File: config.mk
export PLATFORM = sky130hd
export DESIGN_NAME = sra32_pipe
export DESIGN_NICKNAME = d
export VERILOG_FILES = /design/src/rtl/sra32_pipe.sv
export SDC_FILE = /design/constraint.sdc
export NUM_CORES = 1
export LEC_CHECK = 0
export ABC_AREA = 1
export ABC_CLOCK_PERIOD_IN_PS = 6900
export CORE_ASPECT_RATIO = 0.7
export CORE_MARGIN = 2
export CORE_UTILIZATION = 47
export DETAILED_ROUTE_END_ITERATION = 7
export PLACE_DENSITY = 0.66
export SYNTH_ARGS = -nofsm -noshare
export SYNTH_HDL_FRONTEND = slang
export SYNTH_SLANG_ARGS = --single-unit
File: constraint.sdc
create_clock -name clock -period 6.9 [get_ports clock]
set_input_delay 1.725 -clock clock [delete_from_list [all_inputs] [get_ports clock]]
set_output_delay 1.725 -clock clock [all_outputs]
set_load 0.02 [all_outputs]
File: src/rtl/sra32_pipe.sv
// Five-stage pipelined 32-bit right shifter (logical/arithmetic) with valid/ready on both sides.
// Optional rotate-right mode is enabled by defining SRA32_PIPE_ROTATE_EN.
module sra32_pipe #(
   parameter int WIDTH = 32,
   parameter int TAG_W = 4
) (
   input  logic             clock,
   input  logic             reset_n,
   input  logic             in_valid,
   output logic             in_ready,
   input  logic [WIDTH-1:0] in_data,
   input  logic [4:0]       in_shamt,
   input  logic             in_arith,
`ifdef SRA32_PIPE_ROTATE_EN
   input  logic             in_rot,
`endif
   input  logic [TAG_W-1:0] in_tag,
   output logic             out_valid,
   input  logic             out_ready,
   output logic [WIDTH-1:0] out_data,
   output logic [TAG_W-1:0] out_tag,
   output logic             busy
);

   // Shift right by n when en is set; vacated MSBs take the fill bit, or the
   // bits shifted out of the LSB when rotating.
   function automatic logic [WIDTH-1:0] shr(input logic [WIDTH-1:0] d, input logic en,
                                            input int n, input logic fill, input logic rot);
      logic [WIDTH-1:0] fillv;
      fillv = rot ? d : {WIDTH{fill}};
      return en ? ((d >> n) | (fillv << (WIDTH - n))) : d;
   endfunction

   logic stall, adv, rot_in;
   logic vld_p0, vld_p1, vld_p2, vld_p3, vld_p4, vld_p5;
   logic [WIDTH-1:0] data_p0, data_p1, data_p2, data_p3, data_p4, data_p5;
   logic [TAG_W-1:0] tag_p0, tag_p1, tag_p2, tag_p3, tag_p4, tag_p5;
   logic [4:0] sh_p0;
   logic [3:0] sh_p1;
   logic [2:0] sh_p2;
   logic [1:0] sh_p3;
   logic       sh_p4;
   logic fill_p0, fill_p1, fill_p2, fill_p3, fill_p4;
   logic rot_p0, rot_p1, rot_p2, rot_p3, rot_p4;

`ifdef SRA32_PIPE_ROTATE_EN
   assign rot_in = in_rot;
`else
   assign rot_in = 1'b0;
`endif

   // All stages move in lockstep; a held output freezes the whole pipe.
   assign stall     = vld_p5 & ~out_ready;
   assign adv       = ~stall;
   assign in_ready  = ~stall;
   assign out_valid = vld_p5;
   assign out_data  = data_p5;
   assign out_tag   = tag_p5;
   assign busy      = vld_p0 | vld_p1 | vld_p2 | vld_p3 | vld_p4 | vld_p5;

   always_ff @(posedge clock or negedge reset_n) begin
      if (!reset_n) begin
         vld_p0 <= 1'b0;
         vld_p1 <= 1'b0;
         vld_p2 <= 1'b0;
         vld_p3 <= 1'b0;
         vld_p4 <= 1'b0;
         vld_p5 <= 1'b0;
      end else if (adv) begin
         vld_p0 <= in_valid;
         vld_p1 <= vld_p0;
         vld_p2 <= vld_p1;
         vld_p3 <= vld_p2;
         vld_p4 <= vld_p3;
         vld_p5 <= vld_p4;
      end
   end

   always_ff @(posedge clock) begin
      if (adv) begin
         // p0: capture operand, sample the fill bit once
         data_p0 <= in_data;
         sh_p0   <= in_shamt;
         fill_p0 <= in_arith & in_data[WIDTH-1];
         rot_p0  <= rot_in;
         tag_p0  <= in_tag;
         // p1: shift by 16
         data_p1 <= shr(data_p0, sh_p0[4], 16, fill_p0, rot_p0);
         sh_p1   <= sh_p0[3:0];
         fill_p1 <= fill_p0;
         rot_p1  <= rot_p0;
         tag_p1  <= tag_p0;
         // p2: shift by 8
         data_p2 <= shr(data_p1, sh_p1[3], 8, fill_p1, rot_p1);
         sh_p2   <= sh_p1[2:0];
         fill_p2 <= fill_p1;
         rot_p2  <= rot_p1;
         tag_p2  <= tag_p1;
         // p3: shift by 4
         data_p3 <= shr(data_p2, sh_p2[2], 4, fill_p2, rot_p2);
         sh_p3   <= sh_p2[1:0];
         fill_p3 <= fill_p2;
         rot_p3  <= rot_p2;
         tag_p3  <= tag_p2;
         // p4: shift by 2
         data_p4 <= shr(data_p3, sh_p3[1], 2, fill_p3, rot_p3);
         sh_p4   <= sh_p3[0];
         fill_p4 <= fill_p3;
         rot_p4  <= rot_p3;
         tag_p4  <= tag_p3;
      end
   end

   // p5: shift by 1; output register is cleared by reset so the port reads 0
   always_ff @(posedge clock or negedge reset_n) begin
      if (!reset_n) begin
         data_p5 <= '0;
         tag_p5  <= '0;
      end else if (adv) begin
         data_p5 <= shr(data_p4, sh_p4, 1, fill_p4, rot_p4);
         tag_p5  <= tag_p4;
      end
   end

endmodule

==> results of run 1 <==
per-layer routing:
metal	global-route usage	vias up	part of all wire
met4	0.0410	0	0.027
met2	0.209	120	0.40
met1	0.214	2434	0.52
met3	0.0288	27	0.053
li1	-	2832	-
met5	0	-	0
power by group through the flow:
stage	Clock, uW	Sequential [uW]	Combinational (uW)
2_1_floorplan	0	2750	883
3_3_place_gp	0	2650	1440
3_5_place_dp	0	2660	1480
4_1_cts	1200	2640	1480
5_1_grt	1260	2710	1660
6_report	1180	2630	1460
cell type report:
cell class | instances | area (um^2)
Fill cell | 1739 | 8620
Sequential cell | 242 | 7060
Multi-Input combinational cell | 419 | 1810
Timing Repair Buffer | 90 | 893
Clock buffer | 29 | 598
Inverter | 104 | 390
Tap cell | 270 | 338
Clock inverter | 13 | 98.8
how the worst max path moves through the flow:
stage,from,end,depth (start not counted)
after floorplan,out_ready,in_ready,3
after global placement,out_ready,in_ready,4
after detailed placement,out_ready,in_ready,4
after CTS,out_ready,in_ready,4
after global routing,out_ready,in_ready,4
final,out_ready,in_ready,4
cells by family after synthesis:
kind of cell           Yosys count
AND/OR/NAND/NOR                286
flip-flops                     242
buffers and inverters          145
AO/OA/AOI/OAI                  133
sequential cells by signal, summed over array words and instances, names as in the netlist, 2 cells and up:
name,cells
out_tag,4
data_p2,32
tag_p1,4
tag_p2,4
sh_p0,5
data_p3,32
data_p0,32
data_p1,32
tag_p3,4
tag_p0,4
sh_p2,3
data_p4,32
sh_p3,2
tag_p4,4
out_data,32
sh_p1,4
synthesized netlist by cell type, drive strengths merged:
| cell | count | share of area |
|---|---|---|
| nand2 | 186 | 0.074 |
| inv | 104 | 0.041 |
| nand4 | 1 | 0.00066 |
| edfxtp | 200 | 0.63 |
| a21oi | 64 | 0.034 |
| buf | 35 | 0.022 |
| nor2 | 67 | 0.027 |
| o21ai | 69 | 0.036 |
| dfrtp | 42 | 0.11 |
| nand3 | 32 | 0.017 |
| clkbuf | 6 | 0.0026 |
worst reg2reg max path, stage by stage (launching register included):
cell,delay [ps]
dfrtp_1,470
nand2_8,370
buf_12,740
stage by stage:
step                instance area (um^2)  hold slack (ps)  power, uW
floorplan                           9470              400       3630
global placement                   10500              401       4090
detailed placement                 10500              405       4140
CTS                                11200              419       5320
global route                       11200              420       5630
finish                             11200              417       5260
==> qor.csv, run 1 <==
stage,metric,value,unit
placed_design,Port-buffer cells,84,
clock_tree,H-tree level count,1,
timing,post-route setup TNS,0,ps
layout,"commonest non-fill, non-tap cell in the layout",edfxtp_1,
floorplanning,# IOs,85,
layout,Syn-to-layout area delta,18.0,%
power_and_ir_drop,clock power share,0.224,
setup_path,cells along the critical path,"clkdlybuf4s50_1, inv_1, nand2_8, clkdlybuf4s50_1",
synth,Yosys warnings,0,
timing,fin crit period,5140,ps
drt,detailed-route via count,5413,
layout,"commonest cells after routing, fill and taps aside","edfxtp_1 (200), nand2_1 (185), inv_1 (103)",
setup_path,Worst Path Max Fanout,64,
setup_path,worst reg2reg path depth,2,
clock_tree,root buffer cell,clkbuf_16,
clock_tree,Post-CTS Hold Buffers,0,
setup_path,cell family with most CP delay,buffers and inverters,
clock_tree,CTS tree,built,
synth,Post-Syn Instances,806,
grt,initial antenna violation count,0,
outcome,status,completed,
power_and_ir_drop,peak supply drop,0.203,mV
layout,layout cell share with drive strength beyond 1,0.0457,
layout,fin util,0.565,
clock_tree,CTS Sinks,242,
setup_path,reg-to-reg endpoint,data_p4[26],
placed_design,worst slack at placement,1750,ps
placed_design,GP Congestion,0.742,
synth,XOR/XNOR Fraction of Synth Area,0,
clock_tree,CTS Buf Count,23,
drt,Pre-antenna DRT Iters,5,
setup_path,Worst R2R Setup Slack,4830,ps
drt,WL per Instance,12.3,um
drt,drt total wl,14.4,mm
synth,Yosys cell types,18,
synth,Post-Synthesis Cell Area,9470,um^2
synth,Synth Register Bits,242,
floorplanning,Starting Density,0.478,
setup_path,Buffers & Inverters on Critical Path,3,
placed_design,Cells after DPL,1125,
clock_tree,"Clk Latency, worst-skew pair",520,ps
power_and_ir_drop,Net Sw Frac,0.318,
timing,Tcrit/Tclk final,0.745,
timing,Slew Limit Fails,0,
floorplanning,Die W,174,um
setup_path,"Req. time, crit path",5180,ps
timing,final hold violations,0,
clock_tree,deepest clock path buffer count,3,
synth,simple-gate share of the synthesized area,0.119,
timing,Clock Skews,19.1,ps
hold_path,hold depth,0,
synth,mux cell area share after synthesis,0,
clock_tree,post-CTS setup buffer count,0,
floorplanning,Die H,123,um
floorplanning,die area,21300,um^2
drt,DR vias/cell,4.64,
layout,"non-filler cells, final",1167,
grt,Overflow after GRT,0,
synth,Synth Area in Adders,0,
power_and_ir_drop,Leak,0.00465,uW
setup_path,startpoint types,primary input,
flow_run,max-cap check violation count,0,
power_and_ir_drop,Power Dens Cells,471,nW/um^2
grt,gr usage total,0.141,
clock_tree,CTS-repair resized insts,0,
power_and_ir_drop,combinational power share,0.277,
hold_path,Hold Path End,sh_p4,
layout,n_diodes,0,
timing,Finish-stage setup viols,0,
power_and_ir_drop,net load switching power,1670,uW
setup_path,slowest CP cell,clkdlybuf4s50_1,
synth,sequential area share after synthesis,0.745,
drt,number of DRC markers in iteration 0,488,
timing,RSZ-0062 raised after global routing,no,
hold_path,Hold Path Class,register to register,
setup_path,Setup Crit Path Kind,primary input to output pin,
grt,vias in the first global route,5061,
drt,drt drc,0,
timing,Relative slew margins,0.393,
setup_path,crit-path most repeated cell,clkdlybuf4s50_1,
grt,first-pass GRT wire length,24.6,mm
layout,Final #Nets,926,
synth,compound-gate portion of the synthesized area,0.0703,
setup_path,Reg-to-Reg Start,out_valid,
synth,average cell area after synthesis,11.8,um^2
floorplanning,FP Rows,43,
grt,pin count of the biggest net entering global routing,182,
hold_path,Hold Crit Start,sh_p3[0],
clock_tree,Worst-path clk slew,60,ps
power_and_ir_drop,sequential power share,0.500,
timing,Fmax,195,MHz
placed_design,Final HPWL DP,9.16,mm
timing,PnR worst setup slack,1760,ps
floorplanning,Core Region,19800,um^2
synth,largest family of logic cells by synthesized area,simple AND/OR/NAND/NOR gates,
setup_path,Crit. End Element,output pin,
setup_path,crit-path max cell delay,700,ps
timing,Slew @ Worst Pin,911,ps
power_and_ir_drop,Pint,3590,uW
setup_path,worst endpoint data arrival time,3410,ps
drt,remaining antenna violation count,0,
synth,Synthesized Nets,852,
No activity file was read; power rests on OpenSTA's default activity.
==> run 2, diff against run 1 <==
ABC_CLOCK_PERIOD_IN_PS = 4200   (was 6900)
PLACE_DENSITY = 0.69   (was 0.66)
clock period = 4.2 ns   (was 6.9 ns; I/O delays follow)
==> qor.csv, run 2 (synthesis gave the netlist of run 1 again) <==
stage,metric,value,unit,change
clock_tree,post-CTS setup buffer count,0,,unchanged
power_and_ir_drop,clock power share,0.229,,was 0.224
grt,gr usage total,0.140,,was 0.141
clock_tree,H-tree level count,1,,unchanged
timing,Tcrit/Tclk final,0.868,,
power_and_ir_drop,Pint,5980,uW,was 3590 uW
drt,DR vias/cell,4.55,,was 4.64
timing,hold slack,413,ps,was 417 ps
setup_path,crit-path most repeated cell,clkdlybuf4s50_1,,unchanged
timing,Relative slew margins,0.226,,was 0.393
timing,fin crit period,3650,ps,
placed_design,Final HPWL DP,9.19,mm,was 9.16 mm
placed_design,GP Congestion,0.754,,was 0.742
floorplanning,# IOs,85,,unchanged
setup_path,Buffers & Inverters on Critical Path,3,,unchanged
grt,pin count of the biggest net entering global routing,210,,was 182
timing,post-route setup TNS,0,ps,unchanged
layout,fin util,0.567,,was 0.565
power_and_ir_drop,Power Dens Cells,777,nW/um^2,was 471 nW/um^2
timing,Fmax,274,MHz,
layout,multi-input logic area,1810,um^2,unchanged
clock_tree,CTS tree,built,,unchanged
floorplanning,Die W,174,um,unchanged
layout,Syn-to-layout area delta,18.5,%,was 18.0%
drt,drt drc,0,,unchanged
setup_path,cell family with most CP delay,buffers and inverters,,unchanged
outcome,status,completed,,unchanged
hold_path,Hold Crit Start,sh_p3[0],,unchanged
timing,Clock Skews,10.8,ps,was 19.1 ps
setup_path,reg-to-reg endpoint,data_p4[20],,was data_p4[26]
power_and_ir_drop,Pwr Total,8730,uW,was 5260 uW
timing,final hold violations,0,,unchanged
hold_path,Hold Path End,sh_p4,,unchanged
setup_path,cells along the critical path,"clkdlybuf4s50_1, inv_1, nand2_8, clkdlybuf4s50_1",,unchanged
hold_path,Hold Path Class,register to register,,unchanged
floorplanning,Core Region,19800,um^2,unchanged
timing,Finish-stage setup viols,0,,unchanged
clock_tree,CTS-repair resized insts,0,,unchanged
grt,first-pass GRT wire length,24.7,mm,was 24.6 mm
floorplanning,Die H,123,um,unchanged
drt,remaining antenna violation count,0,,unchanged
setup_path,crit-path max cell delay,660,ps,was 700 ps
layout,FF+latch area,7060,um^2,unchanged
layout,Final #Nets,927,,was 926
clock_tree,Worst-path clk slew,60,ps,about the same
drt,drt total wl,14.6,mm,was 14.4 mm
setup_path,worst endpoint data arrival time,2600,ps,was 3410 ps
drt,number of DRC markers in iteration 0,473,,was 488
drt,WL per Instance,12.5,um,was 12.3 um
power_and_ir_drop,Net Sw Frac,0.315,,was 0.318
clock_tree,CTS Buf Count,24,,was 23
power_and_ir_drop,peak supply drop,0.877,mV,was 0.203 mV
clock_tree,CTS Sinks,242,,unchanged
timing,Slew Limit Fails,0,,unchanged
setup_path,Reg-to-Reg Start,out_valid,,unchanged
timing,RSZ-0062 raised after global routing,no,,unchanged
setup_path,Worst R2R Setup Slack,2100,ps,was 4830 ps
layout,layout cell share with drive strength beyond 1,0.0478,,was 0.0457
layout,"commonest non-fill, non-tap cell in the layout",edfxtp_1,,unchanged
drt,detailed-route via count,5329,,"was 5,413"
floorplanning,FP Rows,43,,unchanged
power_and_ir_drop,sequential power share,0.497,,was 0.500
power_and_ir_drop,combinational power share,0.274,,was 0.277
grt,vias in the first global route,5023,,"was 5,061"
grt,initial antenna violation count,0,,unchanged
hold_path,hold depth,0,,unchanged
flow_run,max-cap check violation count,0,,unchanged
grt,Overflow after GRT,0,,unchanged
power_and_ir_drop,Leak,0.00467,uW,was 0.00465 uW
setup_path,"Req. time, crit path",3150,ps,was 5180 ps
setup_path,Worst Path Max Fanout,37,,was 64
setup_path,slowest CP cell,clkdlybuf4s50_1,,unchanged
clock_tree,deepest clock path buffer count,3,,unchanged
power_and_ir_drop,net load switching power,2750,uW,was 1670 uW
setup_path,Setup Crit Path Kind,primary input to output pin,,unchanged
layout,"commonest cells after routing, fill and taps aside","edfxtp_1 (200), nand2_1 (185), inv_1 (103)",,unchanged
clock_tree,Post-CTS Hold Buffers,0,,unchanged
floorplanning,die area,21300,um^2,unchanged
setup_path,worst reg2reg path depth,2,,unchanged
floorplanning,Starting Density,0.478,,unchanged
drt,Pre-antenna DRT Iters,4,,was 5
placed_design,Port-buffer cells,84,,unchanged
layout,Fillers,1690,,"was 1,739"
setup_path,Crit. End Element,output pin,,unchanged
clock_tree,root buffer cell,clkbuf_16,,unchanged
setup_path,startpoint types,primary input,,unchanged
timing,Slew @ Worst Pin,1160,ps,was 911 ps
clock_tree,"Clk Latency, worst-skew pair",510,ps,was 520 ps
run 2: cell types whose count changed in the layout (fill, tap and decap cells not counted), sizes merged:
cell,before,now
inv,105,104
diode,0,1
clkinv,11,7
clkbuf,29,36
run 2: per-layer routing:
| layer | routed length [um] | track usage |
|---|---|---|
| met1 | 7810 | 0.221 |
| met2 | 5790 | 0.199 |
| met3 | 691 | 0.0297 |
| met4 | 307 | 0.0362 |
| met5 | 0 | 0 |
run 2: power by group through the flow:
| stage | logic, uW | registers [uW] | clock network, uW |
|---|---|---|---|
| 2_1_floorplan | 1450 | 4510 | 0 |
| 3_3_place_gp | 2350 | 4360 | 0 |
| 3_5_place_dp | 2410 | 4390 | 0 |
| 4_1_cts | 2420 | 4340 | 2050 |
| 5_1_grt | 2730 | 4450 | 2150 |
| 6_report | 2390 | 4340 | 2000 |
run 2: layout make-up:
class / instances / share of cell area
antenna: 1 / 0.000223
clock buffer: 36 / 0.0593
clock inverter: 8 / 0.00669
inverter: 104 / 0.0348
multi-input combinational: 419 / 0.161
sequential: 242 / 0.629
tap: 270 / 0.0301
timing repair buffer: 90 / 0.0796
run 2: how the worst max path moves through the flow:
stage	from	endpoint	slack (ps)	cells past startpoint
finish	out_ready	in_ready	550	4
global route	out_ready	in_ready	510	4
CTS	out_ready	in_ready	550	4
detailed placement	out_ready	in_ready	560	4
global placement	out_ready	in_ready	560	4
floorplan	out_ready	in_ready	510	3
run 2: stage by stage:
| stage | instances | worst slack (ps) | cell area (um^2) |
|---|---|---|---|
| 3_3_place_gp | 1125 | 561 | 10500 |
| 3_5_place_dp | 1125 | 560 | 10500 |
| 5_1_grt | 1169 | 505 | 11200 |
| 4_1_cts | 1169 | 551 | 11200 |
| 2_1_floorplan | 806 | 511 | 9470 |
| 6_report | 1170 | 555 | 11200 |
==> run 3, diff against run 2 <==
CORE_UTILIZATION = 52   (was 47)
PLACE_DENSITY = 0.75   (was 0.69)
==> qor.csv, run 3 (synthesis gave the netlist of run 1 again) <==
stage,metric,value,unit,change
grt,vias in the first global route,4879,,"was 5,023"
floorplanning,Die H,117,um,was 123 um
grt,Overflow after GRT,0,,unchanged
clock_tree,CTS Sinks,242,,unchanged
power_and_ir_drop,clock power share,0.246,,was 0.229
power_and_ir_drop,sequential power share,0.492,,was 0.497
clock_tree,root buffer cell,clkbuf_16,,unchanged
grt,GR Layer Usage met1,0.233,,was 0.221
setup_path,cells along the critical path,"clkdlybuf4s50_1, inv_1, nand2_8, clkdlybuf4s50_1",,unchanged
flow_run,max-cap check violation count,0,,unchanged
drt,Pre-antenna DRT Iters,5,,was 4
timing,Finish-stage setup viols,0,,unchanged
timing,fin crit period,3460,ps,was 3650 ps
floorplanning,# IOs,85,,unchanged
layout,final instance area,11300,um^2,"was 11,200 um^2"
clock_tree,"Clk Latency, worst-skew pair",500,ps,was 510 ps
grt,first-pass GRT wire length,23.6,mm,was 24.7 mm
floorplanning,Core Region,18000,um^2,"was 19,800 um^2"
power_and_ir_drop,peak supply drop,0.473,mV,was 0.877 mV
drt,DR vias/cell,4.71,,was 4.55
layout,"non-filler cells, final",1133,,"was 1,170"
clock_tree,CTS tree,built,,unchanged
setup_path,worst endpoint data arrival time,2410,ps,was 2600 ps
timing,post-route setup TNS,0,ps,unchanged
layout,"commonest cells after routing, fill and taps aside","edfxtp_1 (200), nand2_1 (185), inv_1 (103)",,unchanged
setup_path,crit-path max cell delay,610,ps,was 660 ps
placed_design,Cells after DPL,1091,,"was 1,125"
drt,detailed-route via count,5336,,"was 5,329"
timing,PnR worst setup slack,742,ps,was 555 ps
timing,Clock Skews,7.76,ps,was 10.8 ps
drt,WL per Instance,12.5,um,about the same
floorplanning,die area,19300,um^2,"was 21,300 um^2"
power_and_ir_drop,combinational power share,0.262,,was 0.274
timing,Slew @ Worst Pin,996,ps,was 1160 ps
clock_tree,CTS-repair resized insts,0,,unchanged
timing,Tcrit/Tclk final,0.823,,was 0.868
placed_design,dpl cell area,10400,um^2,"was 10,500 um^2"
setup_path,slowest CP cell,clkdlybuf4s50_1,,unchanged
timing,final hold violations,0,,unchanged
floorplanning,FP Rows,41,,was 43
timing,RSZ-0062 raised after global routing,no,,unchanged
power_and_ir_drop,Power Dens Cells,790,nW/um^2,was 777 nW/um^2
grt,gr usage total,0.152,,was 0.140
power_and_ir_drop,Leak,0.00470,uW,was 0.00467 uW
setup_path,"Req. time, crit path",3150,ps,about the same
clock_tree,post-CTS setup buffer count,0,,unchanged
placed_design,Port-buffer cells,84,,unchanged
setup_path,Worst Path Max Fanout,3,,was 37
floorplanning,Starting Density,0.528,,was 0.478
clock_tree,Worst-path clk slew,60,ps,about the same
power_and_ir_drop,net load switching power,2730,uW,was 2750 uW
grt,met2 GRT Util,0.222,,was 0.199
placed_design,GP Congestion,0.779,,was 0.754
clock_tree,Post-CTS Hold Buffers,0,,unchanged
timing,Fmax,289,MHz,was 274 MHz
hold_path,Hold Path Class,register to register,,unchanged
drt,remaining antenna violation count,0,,unchanged
power_and_ir_drop,Net Sw Frac,0.307,,was 0.315
grt,pin count of the biggest net entering global routing,169,,was 210
timing,Slew Limit Fails,0,,unchanged
drt,number of DRC markers in iteration 0,466,,was 473
floorplanning,Die W,165,um,was 174 um
setup_path,Crit. End Element,output pin,,unchanged
layout,Syn-to-layout area delta,18.9,%,was 18.5%
grt,met3 Usage GRT,0.0317,,was 0.0297
setup_path,crit-path most repeated cell,clkdlybuf4s50_1,,unchanged
layout,"commonest non-fill, non-tap cell in the layout",edfxtp_1,,unchanged
layout,Fillers,1395,,"was 1,690"
clock_tree,CTS Buf Count,24,,unchanged
clock_tree,H-tree level count,1,,unchanged
setup_path,startpoint types,primary input,,unchanged
setup_path,Setup Crit Path Kind,primary input to output pin,,unchanged
grt,GRT busiest layer,met1,,unchanged
placed_design,Final HPWL DP,8.86,mm,was 9.19 mm
layout,layout cell share with drive strength beyond 1,0.0502,,was 0.0478
timing,Relative slew margins,0.336,,was 0.226
clock_tree,deepest clock path buffer count,3,,unchanged
layout,Final #Nets,927,,unchanged
placed_design,worst slack at placement,741,ps,was 560 ps
power_and_ir_drop,Pint,6170,uW,was 5980 uW
setup_path,cell family with most CP delay,buffers and inverters,,unchanged
outcome,status,completed,,unchanged
setup_path,Buffers & Inverters on Critical Path,3,,unchanged
grt,initial antenna violation count,0,,unchanged
drt,drt drc,0,,unchanged
drt,drt total wl,14.2,mm,was 14.6 mm
layout,n_diodes,0,,was 1
[run 3: per-layer routing]
layer | vias to the layer above | routed length [um]
li1 | 2826 | -
met1 | 2330 | 7110
met2 | 152 | 5970
met3 | 28 | 795
met4 | 0 | 316
met5 | - | 0
[run 3: path summary, 6_finish.rpt]
path | slack, ps | cells past startpoint | endpoint | start
worst max-delay path | 740 | 4 | in_ready | out_ready
worst min-delay path | 420 | 0 | sh_p1[3] | sh_p0[3]
worst max register to register | 1980 | 4 | out_data[9] | sh_p4
worst min register to register | 420 | 0 | sh_p1[3] | sh_p0[3]
max in group asynchronous | 2980 | 1 | out_tag[2] | reset_n
min in group asynchronous | 670 | 1 | out_data[4] | reset_n
[run 3: area by class of cell]
class | instances | area [um^2] | share of cell area
Clock buffer | 30 | 654 | 0.0581
Tap cell | 236 | 295 | 0.0262
Clock inverter | 12 | 165 | 0.0147
Multi-Input combinational cell | 419 | 1810 | 0.160
Timing Repair Buffer | 90 | 893 | 0.0793
Sequential cell | 242 | 7060 | 0.627
Inverter | 104 | 390 | 0.0347
[run 3: power groups by stage]
stage | Clock [uW] | Sequential, uW | Combinational, uW
finish | 2190 | 4380 | 2340
global route | 2330 | 4500 | 2690
CTS | 2240 | 4390 | 2360
detailed placement | 0 | 4430 | 2340
global placement | 0 | 4390 | 2280
floorplan | 0 | 4510 | 1450
[run 3: per-stage QoR]
stage	util	power (uW)	hold slack, ps
6_report	0.627	8900	417
5_1_grt	0.627	9520	422
4_1_cts	0.627	8980	416
3_5_place_dp	0.582	6770	405
3_3_place_gp	0.582	6680	401
2_1_floorplan	-	5960	400
